[config.mk]
export PLATFORM = sky130hd
export DESIGN_NAME = tensor_ram_writer
export DESIGN_NICKNAME = d
export VERILOG_FILES = /design/src/rtl/sys_types.sv /design/src/rtl/sync_fifo.sv /design/src/rtl/tensor_ram_writer.sv
export SDC_FILE = /design/constraint.sdc
export NUM_CORES = 1
export LEC_CHECK = 0
export CAP_MARGIN = 25
export CELL_PAD_IN_SITES_DETAIL_PLACEMENT = 0
export CELL_PAD_IN_SITES_GLOBAL_PLACEMENT = 1
export CORE_MARGIN = 10
export CORE_UTILIZATION = 53
export DETAILED_ROUTE_END_ITERATION = 10
export HOLD_SLACK_MARGIN = 0.1
export PLACE_DENSITY = 0.84
export RECOVER_POWER = 100
export SLEW_MARGIN = 25
export SYNTH_ARGS = -nofsm -noshare
export SYNTH_HDL_FRONTEND = slang
export SYNTH_SLANG_ARGS = --single-unit
[constraint.sdc]
create_clock -name clk -period 10.6 [get_ports clk]
set_input_delay 2.12 -clock clk [delete_from_list [all_inputs] [get_ports clk]]
set_output_delay 2.12 -clock clk [all_outputs]
set_load 0.01 [all_outputs]
[src/rtl/sys_types.sv]
// Shared types for the tensor RAM writer: FIFO entry layout and completion FSM states.
package sys_types;

    localparam int unsigned TRW_N_BITS   = 6;
    localparam int unsigned TRW_CH_BITS  = 7;
    localparam int unsigned TRW_IDX_BITS = 6;

    typedef struct packed {
        logic [7:0]              data;
        logic [TRW_N_BITS-1:0]   row;
        logic [TRW_N_BITS-1:0]   col;
        logic [TRW_IDX_BITS-1:0] index;
        logic                    bypass;
        logic [TRW_CH_BITS-1:0]  channel;
    } trw_entry_t;

    typedef enum logic [1:0] {
        StIdle,
        StArmed,
        StDone
    } trw_done_state_e;

endpackage

[src/rtl/sync_fifo.sv]
// Synchronous FIFO, no fall-through; a push when full is accepted only alongside a pop.
module sync_fifo #(
    parameter int unsigned WIDTH = 8,
    parameter int unsigned DEPTH = 8
) (
    input  logic                       clk,
    input  logic                       reset,
    input  logic                       i_push,
    input  logic                       i_pop,
    input  logic [WIDTH-1:0]           i_wdata,
    output logic [WIDTH-1:0]           o_rdata,
    output logic                       o_full,
    output logic                       o_empty,
    output logic [$clog2(DEPTH+1)-1:0] o_count
);
    localparam int unsigned PTR_BITS   = $clog2(DEPTH);
    localparam int unsigned COUNT_BITS = $clog2(DEPTH+1);

    logic [WIDTH-1:0]      r_mem [DEPTH];
    logic [PTR_BITS-1:0]   r_wr_ptr;
    logic [PTR_BITS-1:0]   r_rd_ptr;
    logic [COUNT_BITS-1:0] r_count;
    logic                  w_do_push;
    logic                  w_do_pop;

    assign o_full    = (r_count == COUNT_BITS'(DEPTH));
    assign o_empty   = (r_count == '0);
    assign o_count   = r_count;
    assign o_rdata   = r_mem[r_rd_ptr];
    assign w_do_pop  = i_pop && !o_empty;
    assign w_do_push = i_push && (!o_full || w_do_pop);

    always_ff @(posedge clk) begin
        if (reset) begin
            r_wr_ptr <= '0;
            r_rd_ptr <= '0;
            r_count  <= '0;
        end else begin
            if (w_do_push) r_wr_ptr <= r_wr_ptr + 1'b1;
            if (w_do_pop)  r_rd_ptr <= r_rd_ptr + 1'b1;
            r_count <= r_count + COUNT_BITS'(w_do_push) - COUNT_BITS'(w_do_pop);
        end
    end

    always_ff @(posedge clk) begin
        if (w_do_push) r_mem[r_wr_ptr] <= i_wdata;
    end

endmodule

[src/rtl/tensor_ram_writer.sv]
// Buffers the STA output stream and issues byte-enabled tensor RAM writes.
// Define TRW_OVERFLOW_CHECK_EN to enable sticky overflow and conv range checking.
module tensor_ram_writer
    import sys_types::*;
#(
    parameter int unsigned MAX_N          = 64,
    parameter int unsigned MAX_NUM_CH     = 64,
    parameter int unsigned MAX_BYPASS_IDX = 64,
    parameter int unsigned ADDR_BITS      = 16,
    parameter int unsigned FIFO_DEPTH     = 8,
    localparam int unsigned N_BITS          = $clog2(MAX_N),
    localparam int unsigned CH_BITS         = $clog2(MAX_NUM_CH+1),
    localparam int unsigned BYPASS_IDX_BITS = $clog2(MAX_BYPASS_IDX)
) (
    input  logic                       clk,
    input  logic                       reset,
    input  logic                       in_valid,
    input  logic [7:0]                 in_data,
    input  logic [N_BITS-1:0]          in_row,
    input  logic [N_BITS-1:0]          in_col,
    input  logic [BYPASS_IDX_BITS-1:0] in_index,
    input  logic                       bypass_mode,
    input  logic [N_BITS:0]            out_width,
    input  logic [CH_BITS-1:0]         num_channels,
    input  logic [CH_BITS-1:0]         cur_channel,
    input  logic [ADDR_BITS-1:0]       base_addr,
    input  logic                       layer_done,
    output logic                       ram_we,
    input  logic                       ram_ready,
    output logic [ADDR_BITS-1:0]       ram_addr,
    output logic [31:0]                ram_wdata,
    output logic [3:0]                 ram_be,
    output logic                       idle,
    output logic                       write_done,
    output logic                       overflow
);
    trw_entry_t                        w_push_entry;
    trw_entry_t                        w_head;
    trw_entry_t                        r_a_entry;
    logic                              w_push_ok;
    logic                              w_pop;
    logic                              w_fifo_full;
    logic                              w_fifo_empty;
    logic [$clog2(FIFO_DEPTH+1)-1:0]   w_fifo_count;
    logic                              r_a_valid;
    logic [ADDR_BITS-1:0]              r_a_pix;
    logic                              w_out_free;
    logic                              w_a_adv;
    logic [ADDR_BITS-1:0]              w_addr;
    logic [3:0]                        w_be;
    logic                              r_ram_we;
    logic [ADDR_BITS-1:0]              r_ram_addr;
    logic [31:0]                       r_ram_wdata;
    logic [3:0]                        r_ram_be;
    logic                              w_drained;
    trw_done_state_e                   r_state;
    trw_done_state_e                   w_state_next;

    assign w_push_entry = '{data: in_data, row: in_row, col: in_col, index: in_index,
                            bypass: bypass_mode, channel: cur_channel};

`ifdef TRW_OVERFLOW_CHECK_EN
    logic w_range_err;
    logic r_overflow;

    assign w_range_err = !bypass_mode &&
                         (({1'b0, in_row} >= out_width) || ({1'b0, in_col} >= out_width));
    assign w_push_ok   = in_valid && !w_range_err && (!w_fifo_full || w_pop);
    assign overflow    = r_overflow;

    always_ff @(posedge clk) begin
        if (reset) begin
            r_overflow <= 1'b0;
        end else if (in_valid && (w_range_err || (w_fifo_full && !w_pop))) begin
            r_overflow <= 1'b1;
        end
    end
`else
    assign w_push_ok = in_valid && (!w_fifo_full || w_pop);
    assign overflow  = 1'b0;
`endif

    sync_fifo #(
        .WIDTH ($bits(trw_entry_t)),
        .DEPTH (FIFO_DEPTH)
    ) u_fifo (
        .clk     (clk),
        .reset   (reset),
        .i_push  (w_push_ok),
        .i_pop   (w_pop),
        .i_wdata (w_push_entry),
        .o_rdata (w_head),
        .o_full  (w_fifo_full),
        .o_empty (w_fifo_empty),
        .o_count (w_fifo_count)
    );

    // Output register frees up either when empty or when its write is accepted this cycle.
    assign w_out_free = !r_ram_we || ram_ready;
    assign w_a_adv    = r_a_valid && w_out_free;
    assign w_pop      = !w_fifo_empty && (!r_a_valid || w_out_free);

    always_ff @(posedge clk) begin
        if (reset) begin
            r_a_valid <= 1'b0;
            r_a_entry <= '0;
            r_a_pix   <= '0;
        end else if (w_pop) begin
            r_a_valid <= 1'b1;
            r_a_entry <= w_head;
            r_a_pix   <= ADDR_BITS'(w_head.row) * ADDR_BITS'(out_width) + ADDR_BITS'(w_head.col);
        end else if (w_a_adv) begin
            r_a_valid <= 1'b0;
        end
    end

    always_comb begin
        w_addr = '0;
        w_be   = 4'b0000;
        if (r_a_entry.bypass) begin
            w_addr = base_addr + ADDR_BITS'(r_a_entry.index >> 2);
            w_be   = 4'b0001 << r_a_entry.index[1:0];
        end else begin
            w_addr = base_addr + r_a_pix * ADDR_BITS'(num_channels >> 2)
                   + ADDR_BITS'(r_a_entry.channel >> 2);
            w_be   = 4'b0001 << r_a_entry.channel[1:0];
        end
    end

    always_ff @(posedge clk) begin
        if (reset) begin
            r_ram_we    <= 1'b0;
            r_ram_addr  <= '0;
            r_ram_wdata <= '0;
            r_ram_be    <= '0;
        end else if (w_a_adv) begin
            r_ram_we    <= 1'b1;
            r_ram_addr  <= w_addr;
            r_ram_wdata <= {4{r_a_entry.data}};
            r_ram_be    <= w_be;
        end else if (ram_ready) begin
            r_ram_we    <= 1'b0;
        end
    end

    assign ram_we    = r_ram_we;
    assign ram_addr  = r_ram_addr;
    assign ram_wdata = r_ram_wdata;
    assign ram_be    = r_ram_be;
    assign idle      = (w_fifo_count == '0) && !r_a_valid && !r_ram_we;

    // True when everything is empty once this cycle's handshake (if any) completes.
    assign w_drained = w_fifo_empty && !w_push_ok && !r_a_valid && (!r_ram_we || ram_ready);

    always_ff @(posedge clk) begin
        if (reset) r_state <= StIdle;
        else       r_state <= w_state_next;
    end

    always_comb begin
        w_state_next = r_state;
        case (r_state)
            StIdle:  if (layer_done) w_state_next = StArmed;
            StArmed: if (w_drained)  w_state_next = StDone;
            StDone:  w_state_next = StIdle;
            default: w_state_next = StIdle;
        endcase
    end

    assign write_done = (r_state == StDone);

endmodule

Word level (Yosys, flattened, before mapping). Memories as Yosys holds them, arrays and structs flattened. A register that Yosys moved wholly into a read port is not among the register bits. Index checks and enable logic that the tools add are counted.

Memories kept: 1. Input port bits: 69. ROM bits: 0. RAM bits: 272. Output and inout bits: 56. Latch bits: 0. Logic and storage cells: 69. Bits in registers: 104.

Memories: u_fifo.r_mem (words 8, bits a word 34, read ports 1, clocked after memory_dff 1, wr ports 1, line sync_fifo.sv:19) `logic [WIDTH-1:0] r_mem [DEPTH];`.

Multiply operators: 2. Muxes and demuxes: 13. Reductions and logical operators: 24. Add/subtract/negate cells: 8. Equality and inequality tests: 5. Bitwise operators: 0. Divide/modulo/power cells: 0. Shift-type cells: 2. Magnitude comparators: 0.

Operators with widths (count): $add A16 B16 Y16 (1); $add A16 B4 Y16 (1); $add A16 B5 Y16 (1); $mul A16 B5 Y16 (1); $mux W16 (1); $add A13 B6 Y14 (1); $mul A6 B7 Y13 (1); $logic_and A1 B1 Y1 (10); $shl A1 B2 Y4 const A (2); $add A3 B1 Y3 const B (2); $mux W1 (6); $mux W3 (2); $logic_not A1 Y1 (5); $add A4 B1 Y4 (1); $eq A4 B4 Y1 const B (1); $logic_not A4 Y1 (1); $logic_or A1 B1 Y1 (4); $mux W2 (2); $mux W4 (1); $ne A2 B2 Y1 const B (2); $pmux W2 S2 (1); $reduce_bool A2 Y1 (2); $sub A4 B1 Y4 (1); $eq A2 B1 Y1 const B (1); 3 further kinds (3).

Depth between registers and ports, before layout.
Word-level depth: 12. Depth in mapped cells: 20. Gate-level depth less buffers: 18.

Cells and area by module. From an unflattened synthesis, not the netlist that was laid out.

Cell total of the unflattened synthesis: 1350. Area, all modules: 18308.8 sq um.

Modules (own cells, without submodules): sync_fifo (instances 1, area an instance 11108.2 sq um, sequential area each 8428.1 sq um, cells each 487); tensor_ram_writer (instances 1, area an instance 7200.7 sq um, sequential area each 1361.3 sq um, cells each 863).

Least setup slack after synthesis. OpenSTA, ideal clock, no wires.

Path kind: input port to flip-flop. From: input ram_ready. To: memory u_fifo.r_mem[0][0] in the netlist's numbering, enable pin. Setup time: 0.510 ns. Path buffers: 0. Arrival: 5.753 ns. Required time: 10.090 ns. Slack: 4.336 ns. Stages: 5. Cells stage by stage: nand3b_1 -> nand2_2 -> inv_2 -> o21ai_4 -> nor4_1.

Word-level cells in the longest chain between the ends: 8. Elaborated cells on any way between the ends: 10. Classes of those cells: mux (2); reduce/logical (8).

RTL lines: start: declaration (line tensor_ram_writer.sv:29) `input logic ram_ready,`; $logic_or A1 B1 Y1 * (line tensor_ram_writer.sv:99) `assign w_out_free = !r_ram_we || ram_ready;`; $logic_or A1 B1 Y1 * (line tensor_ram_writer.sv:101) `assign w_pop = !w_fifo_empty && (!r_a_valid || w_out_free);`; $logic_and A1 B1 Y1 * (line tensor_ram_writer.sv:101); $logic_or A1 B1 Y1 / $logic_and A1 B1 Y1 (equally long branches) (line tensor_ram_writer.sv:79, sync_fifo.sv:30); $logic_and A1 B1 Y1 / $logic_or A1 B1 Y1 (equally long branches) (line tensor_ram_writer.sv:79, sync_fifo.sv:31); $logic_and A1 B1 Y1 * (line sync_fifo.sv:31) `assign w_do_push = i_push && (!o_full || w_do_pop);`; $mux W1 * (line sync_fifo.sv:46) `if (w_do_push) r_mem[r_wr_ptr] <= i_wdata;`; $mux W1 (implied by the code) * (line sync_fifo.sv:46); end: declaration (line sync_fifo.sv:19).

Every way passes the cells marked *; elsewhere a longest branch is shown, timed or not.

==> impl_metrics.tcl <==
set metrics [dict create \
    slowest_delay_ns 2.61 \
    fin_crit_ns 8.04 \
    tightest_slew_ns 3.68 \
    cts.htree.levels 2 \
    syn_inst 1303 \
    tritoncts.num_buffers 37 \
    max_slew_margin_pct -145 \
    cap_viol_max_count 10 \
    path_cells "clkbuf_1 -> mux4_2 -> mux2i_1 -> nand2b_1 -> fa_1 -> fa_1 -> inv_1 -> fa_1 -> inv_1 -> fa_1 -> inv_1 -> ha_1 -> o21ai_0 -> a21oi_1 -> a41oi_1 -> xnor2_1 -> nand2_1 -> a21oi_1" \
    gp_congestion 0.825 \
    power_frac_comb_pct 53.8 \
    ant_nets 0 \
    cts_tree "done" \
    clkSlewWorstSetupHoldPaths_ns 0.06 \
    met3_length_mm 1.89 \
    cts_resized 0 \
    fin_setup_tns_ns 0 \
    top_layer_used "met5" \
    fillCellCount 2538 \
    regArea_sq_um 9800 \
    finalNonFillerCells 1882 \
    p_seq_share_pct 26.5 \
    cts_sinks 353 \
    synth_fp_nets 1530 \
    fmax_ghz 0.124 \
    synthToLayoutAreaGrowth_pct 15.2 \
    dr_wl_met2_mm 18.9 \
    clock_latency_ns 0.53 \
    drive_above_1_share_pct 10.5 \
    die_area_sq_um 41900 \
    die_h_um 205 \
    drtIter0Drc 511 \
    grt_max_degree 70 \
    grt_pass1_wl_mm 58.8 \
    finClkSkew_ns 0.0201 \
    criticalPathCategory "reg2reg" \
    multi_input_area_sq_um 7490 \
    finalSetupViolCount 0 \
    layout_commonest_cell "edfxtp_1" \
    yosysWarnings 0 \
    cp_num_buf_inv 4 \
    p_leak_nw 7.74 \
    finalCritPeriodShare_pct 75.9 \
    place_inst 1813 \
    peakVddDrop_uv 259 \
    rows 67 \
    fin_nets 1631 \
    final_cell_mix "edfxtp_1 (272), inv_1 (107), dlygate4sd3_1 (91), ha_1 (81)" \
    synth_ff_type "edfxtp_1" \
    start_util_pct 53.7 \
    endpoint_kind "register" \
    wl_per_cell_um 19.8 \
    total_power_mw 6.77 \
    internal-power_mw 4.14 \
    grtUsageTotal_pct 17.9 \
    num_vias 10400 \
    routed_wl_mm 37.3 \
    crit_slowest_cell "clkbuf_1" \
    rsz0062_at_grt "false" \
    clock_power_share_pct 19.7 \
    ys_types 56 \
    post-cts-setup-buffers 0 \
    violations "capacitance limit, slew limit" \
    syn_avg_cell_area_sq_um 13.9 \
    ys_seq_area_share_pct 54.2 \
    clockRootBuffer "clkbuf_16" \
    syn_area_sq_um 18100 \
    final_hold_viol_count 0 \
    vias_per_cell 5.51 \
    r2r_slack_ns 2.56 \
    gr-total-overflow 0 \
    critPathLaunchType "register" \
    io_buffers 121 \
    ys_seq_elements 353 \
    min_path_type "reg2reg" \
    antenna_found_initial 8 \
    async_flop_share_pct 0 \
    required_ns 10.84 \
    cp_max_fo 58 \
    drv_slew 409 \
    drc 0 \
    crit_family "buffers and inverters" \
    firstDrtPassIters 5 \
    power_density_nw_per_um2 325 \
    io_pins 125 \
    p_sw_mw 2.62 \
    status "finished, violations left" \
    synth_edf_count 272 \
    arrival_ns 8.28 \
    cts_max_path_buffers 3 \
    dp_hpwl_mm 24.5 \
    m1WireLength_mm 15.7 \
    sw_frac_of_total_pct 38.8 \
    fp.dieW_um 205 \
    core_sq_um 33600 \
    ctsHoldBuffers 0 \
    grt_pass1_vias 10600 \
    worst_path_most_repeated_cell "fa_1" \
]
per-stage QoR:
| step | util, % | worst slack [ns] | hold WS (ns) | instance area, sq um |
|---|---|---|---|---|
| final | 61.9 | 2.56 | 0.438 | 20800 |
| after global routing | 61.9 | 2.00 | 0.457 | 20800 |
| after CTS | 62.0 | 4.09 | 0.437 | 20900 |
| after detailed placement | 58.3 | 3.58 | 0.444 | 19600 |
| after global placement | 58.3 | 3.64 | 0.434 | 19600 |
| after floorplan | - | 4.34 | 0.422 | 18100 |
power by group through the flow:
stage | sequential [mW] | combinational (mW) | clock (mW)
6_report | 1.80 | 3.64 | 1.33
5_1_grt | 1.82 | 4.13 | 1.41
4_1_cts | 1.80 | 3.72 | 1.35
3_5_place_dp | 1.83 | 3.67 | 0
3_3_place_gp | 1.82 | 3.64 | 0
2_1_floorplan | 1.77 | 2.88 | 0
worst register-to-register path, stage by stage (launching register included):
cell and delay, ns:
dfxtp_2 0.48, clkbuf_1 2.61, mux4_2 0.52, mux2i_1 0.72, nand2b_1 0.23, fa_1 0.45, fa_1 0.49, inv_1 0.05
fa_1 0.48, inv_1 0.05, fa_1 0.47, inv_1 0.04, ha_1 0.33, o21ai_0 0.11, a21oi_1 0.27, a41oi_1 0.18
xnor2_1 0.16, nand2_1 0.06, a21oi_1 0.07
worst paths after layout:
kind	from	to	depth (start not counted)
worst max-delay path	register	r_a_pix[10]	18
worst max register to register	register	r_a_pix[10]	18
worst min-delay path	r_a_entry[30]	ram_wdata[28]	2
worst min register to register	r_a_entry[30]	ram_wdata[28]	2
Yosys cell counts (all sizes together), types with 16 or more instances:
cell,number,area [sq um]
o21ai,16,91.3
clkbuf,30,113
xnor2,36,315
and2,58,363
mux2i,39,409
a211oi,37,278
a21oi,51,259
mux4,68,1530
edfxtp,272,8170
inv,107,402
nand2b,18,113
ha,81,1010
fa,77,1540
dfxtp,81,1620
buf,45,297
nor2,72,270
nor2b,34,213
nand2,78,295
flip-flops by register name, indices dropped and copies added, names as in the netlist, named ones only:
signal	count
u_fifo.r_wr_ptr	3
r_a_valid	1
ram_we	1
ram_be	4
ram_wdata	8
r_a_entry	22
u_fifo.r_mem	272
ram_addr	16
r_a_pix	14
u_fifo.o_count	4
u_fifo.r_rd_ptr	3
r_state	2
per-layer routing:
metal,vias up,track usage [%]
met3,68,3.46
li1,4862,-
met4,12,4.68
met2,214,30.8
met1,5205,22.7
met5,-,0
final cells by class:
cell class	instances	share of cell area [%]
Tap cell	448	2.70
Antenna cell	1	0.0120
Timing Repair Buffer	137	6.19
Multi-Input combinational cell	768	36.0
Clock inverter	21	1.20
Inverter	107	1.93
Clock buffer	47	4.88
Sequential cell	353	47.1
logic make-up after synthesis:
kind of cell    Yosys count  share of synthesized area [%]
buf+inv                 182                           4.49
flops                   353                           54.2
xor+xnor                 48                           2.33
compound gates          151                           5.55
other cells               1                         0.0208
mux                     111                           11.0
fa+ha+maj               158                           14.1
simple gates            299                           8.25
Note: power is estimated with default switching activity, not from simulation.
==> patch (config.mk and constraints unchanged) <==
Add a define of `TRW_OVERFLOW_CHECK_EN`.
--- a/src/rtl/tensor_ram_writer.sv
+++ b/src/rtl/tensor_ram_writer.sv
@@ -1,5 +1,7 @@
 // Buffers the STA output stream and issues byte-enabled tensor RAM writes.
 // Define TRW_OVERFLOW_CHECK_EN to enable sticky overflow and conv range checking.
+`define TRW_OVERFLOW_CHECK_EN
+
 module tensor_ram_writer
     import sys_types::*;
 #(
Formal check against the unedited RTL: not equivalent (a bounded check fails within 4 cycles, from zero or initial values and one cycle with reset high).
==> patch against the unedited design <==
The flow still finishes with violations (capacitance limit, slew limit). Clock power shrank 5%. Sequential cell count grew 1. Core utilization shrank 0.52 points. Combinational power shrank 1%. Die area grew 1.9%. Design area grew 1.6%. Maximum frequency grew 15%. Power shrank 1.3%. Synthesized area grew 2.1%. Worst setup slack gained 1.0 ns. Wire length grew 5.7%. Largest cell class unchanged.
==> patch: results (changes against the unedited design) <==
[run_status]
status = complete, but fails checks  ; unchanged
violations = capacitance limit, slew limit  ; unchanged

[global_route]
antenna_found_initial = 8  ; unchanged
grt_max_degree = 75  ; was 70
grt_pass1_wl_um = 62700  ; was 58800 um
grt_pass1_vias = 11211  ; was 10.6k
grt_usage_pct = 18.8  ; was 17.9%

[critical_path]
critPathArrivalTime_ns = 7.42  ; was 8.28 ns
crit_fanout = 74  ; was 58
critPathMaxStageDelay_ns = 2.57  ; was 2.61 ns
cp-startpoint = reset
critPathTopFamily = buffers and inverters  ; unchanged

[placement]
io_buffers = 122  ; was 121
preCtsSetupSlack_ns = 3.47  ; was 3.58 ns
dpl.hpwl_um = 26200  ; was 24500 um
gp_congestion = 0.830  ; was 0.825

[logic_synthesis]
syn-num-nets = 1599  ; was 1530
synth_common_cells = 272 x edfxtp_1, 122 x inv_1, 93 x ha_1, 86 x nor2_1, 82 x dfxtp_1  ; was 272 x edfxtp_1, 105 x inv_1, 81 x dfxtp_1, 81 x ha_1
async_flop_share_pct = 0  ; unchanged
synth_seq_area_share_pct = 53.2  ; was 54.2%
ys_top_cells_by_area = edfxtp_1 44%, dfxtp_1 8.9%, fa_1 8.4%  ; was edfxtp_1 45%, dfxtp_1 9.0%, fa_1 8.5%
synthFlopType = edfxtp_1  ; unchanged
syn_avg_cell_area_sq_um = 13.6  ; was 13.9 sq um
post_synth_num_cell_types = 68  ; was 56

[final_layout]
instances_no_fill = 1949  ; was 1882
regMostFlops = u_fifo.r_mem  ; unchanged
drive_gt1_share_pct = 9.68  ; was 10.5%
fin_nets = 1699  ; was 1631
nFillCells = 2657  ; was 2538
largest_reg_flops = 272  ; unchanged

[clocking]
cts_made_buffers = 36  ; was 37
clock_latency_ns = 0.54
clock_path_buffers = 3  ; unchanged
cts_max_level = 2  ; unchanged
cts_setup_buffers = 0  ; unchanged

[sta]
skew_ns = 0.0163  ; was 0.0201 ns
maxSlewViolCount = 355  ; was 409
relSlewSlack_pct = -146  ; was -145%

[power_and_ir_drop]
p_leak_nw = 8.02  ; was 7.74 nW
peakVddDrop_mv = 0.279  ; was 0.259 mV
switching_power_mw = 2.65  ; was 2.62 mW

[job]
drv_cap = 9  ; was 10

[detailed_routing]
drtIter0Drc = 648  ; was 511
vias_per_cell = 5.55  ; was 5.51
wl_um = 39400  ; was 37300 um

[min_path]
min_from = ram_be[0]  ; was r_a_entry[30]

## patch: path summary, 6_finish.rpt
kind / depth (start not counted) / slack, ns / end
max: 5 / 3.60 / r_a_pix[10]
min: 2 / 0.45 / ram_be[0]
max reg2reg: 16 / 4.53 / r_a_pix[13]
min reg2reg: 2 / 0.45 / ram_be[0]
## patch: layer usage
layer,vias up,part of all wire [%],track usage [%]
li1,5106,-,-
met1,5380,43,25.0
met2,269,49,31.5
met3,59,6.2,3.29
met4,4,1.9,5.03
met5,-,0.053,0
## patch: layout make-up
type,count,area [sq um],area share (%)
antenna,6,15.0,0.0710
sequential,354,9820,46.4
multi-input combinational,805,7750,36.7
tap,455,569,2.69
clock buffer,51,997,4.72
inverter,125,470,2.23
clock inverter,15,216,1.02
timing repair buffer,138,1300,6.16
## patch: power groups by stage
stage	combinational (mW)	clock (mW)	sequential (mW)
final	3.59	1.27	1.82
after global routing	4.12	1.35	1.85
after CTS	3.66	1.29	1.82
after detailed placement	3.62	0	1.85
after global placement	3.57	0	1.84
after floorplan	2.82	0	1.78
## patch: logic make-up (layout without fill, tap and decap cells)
kind of cell / Yosys count / count (layout) / share of synthesized area (%)
flops: 354 / 354 / 53.2
compound gates: 164 / 164 / 5.71
buf+inv: 201 / 329 / 4.79
simple gates: 316 / 316 / 8.81
other cells: 0 / 6 / 0
xor+xnor: 37 / 37 / 1.76
mux: 118 / 118 / 11.1
fa+ha+maj: 170 / 170 / 14.7
## patch: stage by stage
| stage | util (%) | cell area [sq um] |
|---|---|---|
| floorplan | - | 18400 |
| global placement | 58.0 | 20000 |
| detailed placement | 58.0 | 20000 |
| CTS | 61.5 | 21200 |
| global route | 61.3 | 21100 |
| finish | 61.3 | 21100 |
